`src/rtl/mul_appr_booth16_pkg.sv`:
```
// Shared types and helpers for the approximate radix-4 Booth multiplier.
// Configuration macro: MUL_APPR_EXACT_EN (forces every reduction column to exact cells).
package mul_appr_pkg;

  localparam int WIDTH  = 16;
  localparam int NUM_PP = WIDTH / 2;

  typedef struct packed {
    logic neg;
    logic one;
    logic two;
  } booth_digit_t;

  // Window is {b[2i+1], b[2i], b[2i-1]}; the all-ones window is encoded as +0.
  function automatic booth_digit_t booth_enc(input logic [2:0] win);
    booth_digit_t d;
    d.one = win[1] ^ win[0];
    d.two = (win == 3'b011) || (win == 3'b100);
    d.neg = win[2] & ~(win[1] & win[0]);
    return d;
  endfunction

endpackage

```
`src/rtl/mul_appr_booth16_if.sv`:
```
// Operand/product bundle between a datapath and the approximate Booth multiplier.
interface mul_appr_booth16_if #(
  parameter int WIDTH = mul_appr_pkg::WIDTH
);
  logic                      in_valid;
  logic signed [WIDTH-1:0]   a;
  logic signed [WIDTH-1:0]   b;
  logic                      out_valid;
  logic signed [2*WIDTH-1:0] out;

  modport master (output in_valid, a, b, input out_valid, out);
  modport slave  (input in_valid, a, b, output out_valid, out);
endinterface

```
`src/rtl/mul_appr_booth16_cmp42_appr.sv`:
```
// Approximate 4:2 compressor cell: no carry-in/out, undercounts by one when both input pairs are active.
module cmp42_appr (
  input  logic x1_i,
  input  logic x2_i,
  input  logic x3_i,
  input  logic x4_i,
  output logic sum_o,
  output logic carry_o
);
  assign sum_o   = (x1_i ^ x2_i) | (x3_i ^ x4_i);
  assign carry_o = (x1_i & x2_i) | (x3_i & x4_i);
endmodule

```
`src/rtl/mul_appr_booth16.sv`:
```
// Two-stage approximate signed multiplier: radix-4 Booth rows, 4:2 row tree, exact CPA.
// Macro MUL_APPR_EXACT_EN overrides APPR_COLS to 0 (bit-exact product). Tree is sized for 8 PP rows.
module mul_appr_booth16
  import mul_appr_pkg::*;
#(
  parameter int WIDTH     = mul_appr_pkg::WIDTH,
  parameter int APPR_COLS = 16
) (
  input  logic                clk,
  input  logic                rst_n,
  mul_appr_booth16_if.slave   bus
);
  localparam int W   = WIDTH;
  localparam int P   = 2 * WIDTH;
  localparam int NPP = (WIDTH == mul_appr_pkg::WIDTH) ? NUM_PP : WIDTH / 2;
`ifdef MUL_APPR_EXACT_EN
  localparam int APPR_EFF = 0;
`else
  localparam int APPR_EFF = (APPR_COLS < 0) ? 0 : ((APPR_COLS > P) ? P : APPR_COLS);
`endif

  logic [W-1:0] a_q, b_q;
  logic         v1_q, ov_q;
  logic [P-1:0] out_q, prod_d;

  logic [W:0]     pp_bits  [NPP];
  logic [NPP-1:0] neg_bits;
  logic [P-1:0]   rows     [NPP+1];

  for (genvar gi = 0; gi < NPP; gi++) begin : g_pp
    logic [2:0]   win;
    booth_digit_t dig;
    logic [W:0]   mag;
    if (gi == 0) begin : g_w0
      assign win = {b_q[1], b_q[0], 1'b0};
    end else begin : g_wn
      assign win = b_q[2*gi+1 -: 3];
    end
    assign dig          = booth_enc(win);
    assign mag          = dig.two ? {a_q, 1'b0} : (dig.one ? {a_q[W-1], a_q} : '0);
    assign pp_bits[gi]  = mag ^ {(W+1){dig.neg}};
    assign neg_bits[gi] = dig.neg;
  end

  // Constant-ones sign extension; each row's +1 for negation sits in the next row's vacant LSB slot.
  always_comb begin
    for (int r = 0; r <= NPP; r++) rows[r] = '0;
    rows[0][W-1:0] = pp_bits[0][W-1:0];
    rows[0][W]     = pp_bits[0][W];
    rows[0][W+1]   = pp_bits[0][W];
    rows[0][W+2]   = ~pp_bits[0][W];
    for (int i = 1; i < NPP; i++) begin
      rows[i][2*i +: W]  = pp_bits[i][W-1:0];
      rows[i][2*i+W]     = ~pp_bits[i][W];
      rows[i][2*i+W+1]   = 1'b1;
      rows[i][2*i-2]     = neg_bits[i-1];
    end
    rows[NPP][2*NPP-2] = neg_bits[NPP-1];
  end

  // Three 4:2 row compressors: rows 0-3, rows 4-7, then the two resulting pairs.
  logic [P-1:0] cmp_x    [3][4];
  logic [P-1:0] cmp_sum  [3];
  logic [P-1:0] cmp_cry  [3];
  logic [P-1:0] cmp_csh  [3];
  logic [P-1:0] cmp_cout [3];
  logic [P-1:0] cmp_cin  [3];

  for (genvar gj = 0; gj < 4; gj++) begin : g_feed
    assign cmp_x[0][gj] = rows[gj];
    assign cmp_x[1][gj] = rows[gj+4];
  end
  assign cmp_x[2][0] = cmp_sum[0];
  assign cmp_x[2][1] = cmp_csh[0];
  assign cmp_x[2][2] = cmp_sum[1];
  assign cmp_x[2][3] = cmp_csh[1];

  for (genvar gk = 0; gk < 3; gk++) begin : g_cmp
    assign cmp_cin[gk] = {cmp_cout[gk][P-2:0], 1'b0};
    assign cmp_csh[gk] = {cmp_cry[gk][P-2:0], 1'b0};
    for (genvar gc = 0; gc < P; gc++) begin : g_col
      if (gc < APPR_EFF) begin : g_appr
        cmp42_appr u_cell (
          .x1_i   (cmp_x[gk][0][gc]),
          .x2_i   (cmp_x[gk][1][gc]),
          .x3_i   (cmp_x[gk][2][gc]),
          .x4_i   (cmp_x[gk][3][gc]),
          .sum_o  (cmp_sum[gk][gc]),
          .carry_o(cmp_cry[gk][gc])
        );
        assign cmp_cout[gk][gc] = 1'b0;
      end else begin : g_exact
        logic x1, x2, x3, x4, s1, ci;
        assign x1 = cmp_x[gk][0][gc];
        assign x2 = cmp_x[gk][1][gc];
        assign x3 = cmp_x[gk][2][gc];
        assign x4 = cmp_x[gk][3][gc];
        assign ci = cmp_cin[gk][gc];
        assign s1 = x1 ^ x2 ^ x3;
        assign cmp_cout[gk][gc] = (x1 & x2) | (x1 & x3) | (x2 & x3);
        assign cmp_sum[gk][gc]  = s1 ^ x4 ^ ci;
        assign cmp_cry[gk][gc]  = (s1 & x4) | (s1 & ci) | (x4 & ci);
      end
    end
  end

  logic [P-1:0] fa_s, fa_c;
  assign fa_s   = cmp_sum[2] ^ cmp_csh[2] ^ rows[NPP];
  assign fa_c   = (cmp_sum[2] & cmp_csh[2]) | (cmp_sum[2] & rows[NPP]) | (cmp_csh[2] & rows[NPP]);
  assign prod_d = fa_s + {fa_c[P-2:0], 1'b0};

  // Carries out of the top column fall off: the product is modulo 2^P.
  logic unused_msb;
  assign unused_msb = ^{cmp_cin[0], cmp_cin[1], cmp_cin[2],
                        cmp_cout[0][P-1], cmp_cout[1][P-1], cmp_cout[2][P-1],
                        cmp_cry[0][P-1], cmp_cry[1][P-1], cmp_cry[2][P-1], fa_c[P-1]};

  always_ff @(posedge clk or negedge rst_n) begin
    if (!rst_n) begin
      a_q   <= '0;
      b_q   <= '0;
      v1_q  <= 1'b0;
      ov_q  <= 1'b0;
      out_q <= '0;
    end else begin
      a_q  <= bus.a;
      b_q  <= bus.b;
      v1_q <= bus.in_valid;
      ov_q <= v1_q;
      if (v1_q) out_q <= prod_d;
    end
  end

  assign bus.out_valid = ov_q;
  assign bus.out       = out_q;

endmodule

```
`src/flat_wrapper.sv`:
```
// flat-port wrapper written by rule: the top's interface ports become plain ports
module mul_appr_booth16_flat import mul_appr_pkg::*;
#(
  parameter int WIDTH     = mul_appr_pkg::WIDTH,
  parameter int APPR_COLS = 16
)
  (clk, rst_n, bus_in_valid, bus_a, bus_b, bus_out_valid, bus_out);
  mul_appr_booth16_if #(.WIDTH(WIDTH)) bus_i ();
  input  logic clk;
  input  logic rst_n;
  input wire logic [$bits(bus_i.in_valid)-1:0] bus_in_valid;
  input wire logic [$bits(bus_i.a)-1:0] bus_a;
  input wire logic [$bits(bus_i.b)-1:0] bus_b;
  output wire logic [$bits(bus_i.out_valid)-1:0] bus_out_valid;
  output wire logic [$bits(bus_i.out)-1:0] bus_out;
  assign bus_i.in_valid = bus_in_valid;
  assign bus_i.a = bus_a;
  assign bus_i.b = bus_b;
  assign bus_out_valid = bus_i.out_valid;
  assign bus_out = bus_i.out;
  mul_appr_booth16 #(.WIDTH(WIDTH), .APPR_COLS(APPR_COLS)) u_core (.clk(clk), .rst_n(rst_n), .bus(bus_i));
endmodule
```
`config.mk`:
```
export PLATFORM = sky130hd
export DESIGN_NAME = mul_appr_booth16_flat
export DESIGN_NICKNAME = d
export VERILOG_FILES = /design/src/rtl/mul_appr_booth16_pkg.sv /design/src/rtl/mul_appr_booth16_if.sv /design/src/rtl/mul_appr_booth16_cmp42_appr.sv /design/src/rtl/mul_appr_booth16.sv /design/src/flat_wrapper.sv
export SDC_FILE = /design/constraint.sdc
export NUM_CORES = 1
export LEC_CHECK = 0
export BUFFER_PORTS_ARGS = -buffer_cell sky130_fd_sc_hd__buf_2
export CAP_MARGIN = 20
export CORE_UTILIZATION = 44
export DETAILED_ROUTE_END_ITERATION = 10
export PLACE_DENSITY_LB_ADDON = 0.25
export SLEW_MARGIN = 30
export SYNTH_ARGS = -nofsm -noshare
export SYNTH_HDL_FRONTEND = slang
export SYNTH_SLANG_ARGS = --single-unit
```
`constraint.sdc`:
```
create_clock -name clk -period 6.7 [get_ports clk]
set_input_delay 0.335 -clock clk [delete_from_list [all_inputs] [get_ports clk]]
set_output_delay 0.335 -clock clk [all_outputs]
set_load 0.05 [all_outputs]
```
[After elaboration in Yosys (flattened, before gate mapping)]
Index checks and enable logic that the tools add are counted.
Word-level totals
  latch bits: 0
  register bits: 66
  memories kept: 0
  bits in read-only memories: 0
  memory bits (writable): 0
Cells by class
  eq/ne operators: 15
  $lt $le $gt $ge: 0
  $mul: 0
  div/mod/pow operators: 0
  shift-type cells: 0
  bitwise operators: 541
  multiplexer cells: 16
  reductions and logical operators: 7
  add/sub/neg operators: 1
Operator list (number)
  17-bit two-way mux: 16
  1-bit AND: 210
  1-bit XOR: 160
  17-bit XOR: 8
  1-bit bitwise OR: 135
  31-bit by 15-bit AND with 31-bit output: 2
  31-bit bitwise OR: 2
  32-bit adder: 1
  32-bit by 15-bit XOR with 32-bit output: 1
  32-bit XOR: 1
  31-bit AND: 1
  3-bit by 2-bit equality test with 1-bit output (second input constant): 7
  3-bit equality test (second input constant): 7
  1-bit NOT: 21
  1-bit logical OR: 7
  2-bit equality test (second input constant): 1

[Longest topological paths before layout]
Gate-level depths: netlist of the first run.
  depth in word-level cells: 21
  gate-level depth with buffers: 24
  depth with buffers taken out: 22

[Modules after synthesis]
Synthesis of the first run repeated with hierarchy kept, for this count alone.
Unflattened totals
  cell total of the unflattened synthesis: 1184
  area total of the unflattened synthesis: 10349.9 µm²
By module, submodules not included
  mul_appr_booth16: times used 1, cells each 992, seq. area each 1651.6 µm², area an instance 8548.2 µm²
  cmp42_appr: times used 48, cells each 4, seq. area each 0.0 µm², area an instance 37.5 µm²

[Least setup slack after synthesis of the first run]
No wires, ideal clock.
  path kind: register -> register
  start point: reg u_core.b_q[11]
  end point: reg u_core.out_q[31], in the netlist u_core.bus.out[31]
  data required time: 6.560 ns
  setup time: 0.140 ns
  stages on the path, launching flop included: 20
  slack: 0.865 ns
  data arrival time: 5.695 ns
  cell sequence: dfrtp_1 ha_1 nor2_1 clkbuf_1 xnor2_1 fa_1 fa_1 inv_1 fa_1 fa_1 inv_1 ha_1 ha_1 clkbuf_1 a21oi_1 o21ai_0 a311o_1 o21ai_0 a21boi_0 o211ai_1
On the way
  longest elaborated chain between the ends: 18
RTL lines
  start, declared: RTL line mul_appr_booth16.sv:22  | logic [W-1:0] a_q, b_q;
  start signal, assigned: RTL line mul_appr_booth16.sv:127  | b_q <= bus.b;
  3-bit by 2-bit equality test with 1-bit output (tied with other cells): RTL line mul_appr_booth16_pkg.sv:18  | d.two = (win == 3'b011) || (win == 3'b100);
  1-bit logical OR (tied with other cells): RTL line mul_appr_booth16_pkg.sv:18
  17-bit two-way mux / 1-bit AND (equally long branches): RTL line mul_appr_booth16.sv:40, mul_appr_booth16_pkg.sv:19
  17-bit XOR: RTL line mul_appr_booth16.sv:41  | assign pp_bits[gi] = mag ^ {(W+1){dig.neg}};
  1-bit XOR / 1-bit AND (equally long branches): RTL line mul_appr_booth16.sv:99, mul_appr_booth16.sv:100
  1-bit XOR / 1-bit bitwise OR (equally long branches): RTL line mul_appr_booth16.sv:99, mul_appr_booth16.sv:100
  1-bit XOR / 1-bit bitwise OR (equally long branches): RTL line mul_appr_booth16.sv:101, mul_appr_booth16.sv:100
  1-bit XOR: RTL line mul_appr_booth16.sv:101  | assign cmp_sum[gk][gc] = s1 ^ x4 ^ ci;
  1-bit AND: RTL line mul_appr_booth16.sv:100  | assign cmp_cout[gk][gc] = (x1 & x2) | (x1 & x3) | (x2 & x3);
  1-bit bitwise OR (2 in series): RTL line mul_appr_booth16.sv:100
  1-bit AND: RTL line mul_appr_booth16.sv:102  | assign cmp_cry[gk][gc] = (s1 & x4) | (s1 & ci) | (x4 & ci);
  1-bit bitwise OR (2 in series): RTL line mul_appr_booth16.sv:102
  31-bit AND: RTL line mul_appr_booth16.sv:109  | assign fa_c = (cmp_sum[2] & cmp_csh[2]) | (cmp_sum[2] & rows[NPP]) | (cmp_csh[2] & rows[NPP]);
  31-bit bitwise OR (2 in series): RTL line mul_appr_booth16.sv:109
  32-bit adder *: RTL line mul_appr_booth16.sv:110  | assign prod_d = fa_s + {fa_c[P-2:0], 1'b0};
  end signal, assigned: RTL line mul_appr_booth16.sv:130  | if (v1_q) out_q <= prod_d;
  end, declared: RTL line mul_appr_booth16.sv:24  | logic [P-1:0] out_q, prod_d;
Mark *: on every way between the ends. The rest lies on a longest branch, timed or not.
A chain may end at the register's enable or synchronous reset.

[Worst setup path in the final report of the first run]
Same ends and word-level chain as after synthesis.

==> run_results.csv, run 1 <==
group,metric,value,unit
final_layout,final_layout_size_suffix_gt1_share,16.9,%
synth,ys_warn_count,0,
clocking,cts_root_buf,"clkbuf_16",
sta,min_period,5.82,ns
final_layout,fillers,1907,
floorplanning,num_rows,52,
clocking,ctsHoldBuffers,0,
setup_path,worst-setup-path-type,"reg2reg",
status,outcome,"completed",
final_layout,n_antenna_cell,0,
synth,synth_flop_cell,"dfrtp_1",
grt,grt_pass1_vias,7342,
sta,finalCritPeriodShare,86.9,%
grt,antenna_found_initial,0,
final_layout,area_delta_synth_final,10.9,%
placed_design,gp_congestion,0.895,
detailed_routing,vias,7617,
floorplanning,die-area,0.0215,mm^2
clocking,insertion_delay,0.35,ns
clocking,clock-sinks,66,
synth,ys_seq_area_share,17.9,%
sta,setup_viol,0,
setup_path,worstSetupStartpointType,"flop",
sta,fmax,0.172,GHz
floorplanning,die_h,147,um
flow_run,maxCapViolations,0,
grt,grt.total_usage,22.2,%
detailed_routing,ant_nets,0,
clocking,clock_path_buffers,2,
grt,grt_start_max_net_pins,67,
floorplanning,start_util,45.3,%
setup_path,cp_max_fo,17,
synth,synth_cell_types,49,
clocking,cts_tree,"built",
sta,skew,0.0112,ns
detailed_routing,avgRoutedWirePerCell,16.8,um
sta,maxSlewHeadroom,41.2,%
floorplanning,core,0.0204,mm^2
floorplanning,ios,68,
floorplanning,die_width,147,um
synth,postSynthCellCount,1057,
final_layout,final_nets,1313,
sta,setup-tns-final,0,ns
setup_path,cp.arrival,6.03,ns
sta,hold_viol_final,0,
clocking,cts.clk_slew.worst_paths,0.06,ns
synth,synth_area_per_cell,8.73,um^2
grt,grt_pass1_wl,38100,um
setup_path,critPathCaptureType,"flop",
synth,netlist_area,0.00923,mm^2
sta,rsz0062_at_grt,"no",
clocking,htreeDepth,3,
synth,synth.ff_latch_count,66,
clocking,cts_inserted_buffers,9,
detailed_routing,drc,0,
detailed_routing,via_per_inst,5.53,
placed_design,dpl.hpwl,17100,um
synth,synth_edf_count,0,
synth,synth.top_cell.area_share,18.2,%
sta,tightestPinTransition,0.881,ns
detailed_routing,drt-initial-drc-count,420,
synth,synth_nets,1268,
setup_path,cp_data_required_time,6.91,ns
sta,maxSlewViolCount,0,
synth,synth_largest_area_cell,"ha_1",
setup_path,cp-startpoint,"u_core.b_q[11]$_DFF_PN0_",
clocking,cts_setup_buffers,0,
detailed_routing,firstDrtPassIters,5,
synth,async_flop_share,100,%
placed_design,port_buffers,67,
detailed_routing,totalWireLength,23100,um
clocking,cts_resized,0,
setup_path,reg2reg_from,"u_core.b_q[11]$_DFF_PN0_",
synth,ys_top_cells_by_area,"ha_1 (18%), dfrtp_1 (18%), xnor2_1 (10%)",
min_path,hold_path_class,"in2async",
grt,grt_overflow_total,0,
synthesized netlist by cell type, types with 2 or more instances:
cell type and count:
o31ai_1 2, o211ai_1 6, a21o_1 7, a311o_1 2
o21ai_0 32, xor2_1 34, nand2b_1 15, nor3_1 4
nor2_1 25, mux2_2 26, a211oi_1 3, nor2b_1 5
dfrtp_1 66, o311ai_0 2, o22a_1 2, maj3_1 3
buf_1 5, clkbuf_1 55, nand3_1 27, o211a_1 2
o21bai_1 4, a22o_1 7, inv_1 68, mux2i_1 15
xnor2_1 110, and3_1 109, o2111ai_1 2, a31oi_1 4
a21boi_0 2, fa_1 42, a21oi_1 133, nand2_1 40
nand4_1 4, ha_1 134, o21a_1 5, or2_2 41
and2_1 2
flip-flops by register name (all words and copies together), names as in the netlist:
signal                flops
u_core.v1_q               1
u_core.bus.out           32
u_core.bus.out_valid      1
u_core.a_q               16
u_core.b_q               16
cells in the final DEF, fill, tap and decap left out, types with 3 or more instances in the layout:
cell type,Yosys,final
a211oi_1,3,3
a21o_1,7,7
a21oi_1,133,133
a22o_1,7,7
a31oi_1,4,4
and3_1,109,109
buf_2,0,67
buf_4,0,26
clkbuf_16,0,9
clkinvlp_4,0,4
dfrtp_1,66,66
fa_1,42,42
ha_1,134,134
inv_1,68,68
maj3_1,3,3
mux2_2,26,26
mux2i_1,15,15
nand2_1,40,40
nand2b_1,15,15
nand3_1,27,27
nand4_1,4,4
nor2_1,25,19
nor2_2,0,6
nor2b_1,5,4
nor3_1,4,4
o211ai_1,6,6
o21a_1,5,5
o21ai_0,32,32
o21bai_1,4,4
or2_2,41,41
xnor2_1,110,110
xor2_1,34,34
layout make-up:
type	count	area (um^2)	area share, %
inverter	68	255	2.49
clock buffer	10	239	2.33
sequential	66	1650	16.1
timing repair buffer	94	551	5.38
multi-input combinational	863	7110	69.5
clock inverter	6	90.1	0.880
tap	270	338	3.30
worst paths after layout:
kind                                                       end  cells past startpoint  slack [ns]
worst max register to register  u_core.bus.out[31]$_DFFE_PN0P_                     20        0.88
worst min register to register  u_core.bus.out[16]$_DFFE_PN0P_                      2        0.48
worst max-delay path            u_core.bus.out[31]$_DFFE_PN0P_                     20        0.88
min in group clk                      u_core.a_q[13]$_DFF_PN0_                      1        0.09
max in group asynchronous       u_core.bus.out[26]$_DFFE_PN0P_                      3        6.15
worst min-delay path             u_core.bus.out[0]$_DFFE_PN0P_                      2        0.01
routing by layer:
| layer | vias to the layer above | GRT usage (%) | wire (um) |
|---|---|---|---|
| met5 | - | 0 | 0 |
| met3 | 31 | 3.26 | 1530 |
| li1 | 3755 | - | - |
| met4 | 0 | 5.83 | 415 |
| met2 | 250 | 34.7 | 10200 |
| met1 | 3581 | 31.9 | 11000 |
logic make-up (layout without fill, tap and decap cells):
logic type,count (synthesis),count (layout),share of synthesized area [%]
and+or+nand+nor,274,274,16.4
AOI/OAI and AO/OA,225,225,14.4
adders and majority gates,179,179,27.6
xor gates and xnor gates,144,144,13.7
buffers and inverters,128,178,5.21
DFF,66,66,17.9
muxes,41,41,4.80
critical path, cell delays in order (launching register included):
cell,delay (ns)
dfrtp_1,0.41
inv_1,0.09
ha_1,0.53
and3_1,0.22
a21oi_1,0.05
xor2_1,0.20
fa_1,0.56
inv_1,0.05
fa_1,0.47
inv_1,0.05
fa_1,0.48
fa_1,0.49
inv_1,0.04
ha_1,0.28
ha_1,0.39
a21oi_1,0.20
o21ai_0,0.18
a311o_1,0.43
o21ai_0,0.23
a21boi_0,0.21
o211ai_1,0.11
metrics by stage:
step                instance area, um^2  instances  util [%]  hold slack, ns  setup slack [ns]
finish                            10200       1377      50.3          0.0123             0.878
global route                      10200       1377      50.3          0.0577             0.483
CTS                               10200       1376      50.2          0.0774             0.872
detailed placement                 9890       1360      48.5           0.444             0.871
global placement                   9890       1360      48.5           0.443              1.03
floorplan                          9230       1057         -          0.0394             0.865
Power of run 1 is left out: the tool's default activity adds up to more than one toggle a clock period on the data nets, which glitch-free logic cannot reach.
==> inputs of run 2 (changes only) <==
--- a/config.mk
+++ b/config.mk
@@ -7,8 +7,11 @@
 export LEC_CHECK = 0
 export BUFFER_PORTS_ARGS = -buffer_cell sky130_fd_sc_hd__buf_2
 export CAP_MARGIN = 20
+export CELL_PAD_IN_SITES_DETAIL_PLACEMENT = 1
+export CELL_PAD_IN_SITES_GLOBAL_PLACEMENT = 1
 export CORE_UTILIZATION = 44
 export DETAILED_ROUTE_END_ITERATION = 10
+export GPL_TIMING_DRIVEN = 0
 export PLACE_DENSITY_LB_ADDON = 0.25
 export SLEW_MARGIN = 30
 export SYNTH_ARGS = -nofsm -noshare
==> run 2 against run 1 <==
  * First-iteration DRC count grew 16%
  * Routed wire length grew 31%
  * Sequential share of layout area shrank 0.13 points
  * Setup slack lost 0.55 ns
  * Non-clock buffer count grew 34
  * Clock-buffer cell count is the same
  * Die area is the same
  * Critical path depth grew 2
  * Cell count grew 2.5%
==> run_results.csv, run 2 (synthesis results as in run 1) <==
group,metric,value,unit
status,outcome,"completed",
floorplanning,start_util,45.3,%
clocking,cts.clk_slew.worst_paths,0.06,ns
grt,grt_pass1_vias,8334,
detailed_routing,firstDrtPassIters,5,
detailed_routing,avgRoutedWirePerCell,21.5,um
clocking,htreeDepth,3,
sta,maxSlewViolCount,0,
floorplanning,die_width,147,um
setup_path,crit_path_max_incr_delay,0.61,ns
floorplanning,num_rows,52,
setup_path,crit_chain,"inv_1 -> ha_1 -> clkbuf_1 -> and3_1 -> a21oi_1 -> xor2_1 -> fa_1 -> inv_1 -> fa_1 -> inv_1 -> fa_1 -> fa_1 -> inv_1 -> ha_1 -> ha_1 -> nand2_1 -> o21ai_0 -> a311o_1 -> o21ai_0 -> o211a_1 -> o41ai_1 -> o211ai_1",
final_layout,largest_register_ffs,32,
sta,maxSlewHeadroom,38.4,%
floorplanning,core,0.0204,mm^2
detailed_routing,drc,0,
clocking,cts_tree,"built",
setup_path,worst-setup-path-type,"reg2reg",
clocking,clock_path_buffers,2,
floorplanning,ios,68,
setup_path,worstSetupStartpointType,"flop",
grt,grt_pass1_wl,47700,um
setup_path,critPathCaptureType,"flop",
placed_design,dpl.hpwl,23800,um
clocking,insertion_delay,0.35,ns
setup_path,cp_data_required_time,6.93,ns
final_layout,n_antenna_cell,0,
detailed_routing,ant_nets,0,
sta,setup_viol,0,
detailed_routing,via_per_inst,5.77,
min_path,hold_depth,1,
final_layout,layout_common_cells,"ha_1 (134), a21oi_1 (132), xnor2_1 (110)",
grt,antenna_found_initial,1,
final_layout,layout_commonest_cell,"ha_1",
final_layout,final_layout_size_suffix_gt1_share,15.2,%
sta,min_period,6.37,ns
floorplanning,die-area,0.0215,mm^2
setup_path,cpMaxStageDelayCell,"fa_1",
clocking,cts_root_buf,"clkbuf_16",
grt,grt.total_usage,29.0,%
setup_path,cp.arrival,6.59,ns
placed_design,gp_congestion,0.906,
clocking,cts_setup_buffers,0,
sta,fin_ws,0.332,ns
detailed_routing,vias,8135,
floorplanning,die_h,147,um
clocking,cts_inserted_buffers,9,
detailed_routing,totalWireLength,30300,um
sta,tightestPinTransition,0.921,ns
flow_run,maxCapViolations,0,
clocking,clock-sinks,66,
placed_design,port_buffers,67,
min_path,hold_path_class,"in2reg",
grt,grt_overflow_total,0,
detailed_routing,drt-initial-drc-count,486,
final_layout,area_delta_synth_final,11.8,%
grt,grt_start_max_net_pins,42,
final_layout,final_nets,1347,
sta,rsz0062_at_grt,"no",
sta,fmax,0.157,GHz
sta,hold_viol_final,0,
final_layout,utilization,50.7,%
setup_path,r2r_cells,22,
sta,finalCritPeriodShare,95.0,%
setup_path,cp_max_fo,10,
sta,skew,0.00841,ns
sta,whs,0.0816,ns
placed_design,post-place-ws,-0.0398,ns
run 2: cell types whose count changed in the layout (fill, tap and decap cells not counted), moves of 3 or more:
cell | previous run | this run
nor2_4 | 0 | 3
nor2_2 | 6 | 2
mux2i_4 | 0 | 3
buf_1 | 0 | 5
buf_4 | 26 | 1
clkbuf_2 | 0 | 9
clkbuf_1 | 0 | 45
mux2i_1 | 15 | 11
run 2: layer usage:
metal | vias up | GRT usage, % | share of wire, % | wire length [um]
met2 | 285 | 46.8 | 46 | 13800
met5 | - | 0 | 0.030 | 9
li1 | 3838 | - | - | -
met1 | 3968 | 39.5 | 45 | 13600
met4 | 2 | 8.54 | 2.1 | 642
met3 | 42 | 5.34 | 7.5 | 2260
run 2: critical path, delay by kind of cell, from the launching register on:
kind / cells / cell delay [ns]
AOI/OAI and AO/OA: 7 / 1.29
xor gates and xnor gates: 1 / 0.20
adders and majority gates: 7 / 3.25
buffers and inverters: 5 / 0.64
DFF: 1 / 0.46
and+or+nand+nor: 2 / 0.38
run 2: final timing paths:
check,startpoint,to,slack [ns]
worst min-delay path,bus_b[12],u_core.b_q[12]$_DFF_PN0_,0.08
min in group asynchronous,rst_n,u_core.bus.out[10]$_DFFE_PN0P_,0.45
worst max register to register,u_core.b_q[11]$_DFF_PN0_,u_core.bus.out[31]$_DFFE_PN0P_,0.33
worst max-delay path,u_core.b_q[11]$_DFF_PN0_,u_core.bus.out[31]$_DFFE_PN0P_,0.33
worst min register to register,u_core.v1_q$_DFF_PN0_,u_core.bus.out_valid$_DFF_PN0_,0.48
max in group asynchronous,rst_n,u_core.a_q[8]$_DFF_PN0_,5.71
run 2: cell type report:
cell class / instances / area [um^2]
fill: 2421 / 10000
timing repair buffer: 69 / 368
clock buffer: 10 / 239
inverter: 68 / 255
multi-input combinational: 863 / 7170
tap: 270 / 338
sequential: 66 / 1650
buffer: 59 / 233
clock inverter: 6 / 66.3
run 2: what timing repair did:
item	4_1_cts	5_1_grt
endpoints found under the hold margin	25	0
hold buffers	1	0
resized for setup	1	30
pin swaps	0	1
endpoints found under the setup margin	2	4
run 2: per-stage QoR:
step | cell area (um^2) | setup TNS [ns] | std cells
floorplan | 9230 | 0 | 1057
global placement | 9900 | -0.116 | 1394
detailed placement | 9930 | -0.0646 | 1395
CTS | 10200 | 0 | 1412
global route | 10300 | 0 | 1411
finish | 10300 | 0 | 1411
Power of run 2 is left out for the same reason.
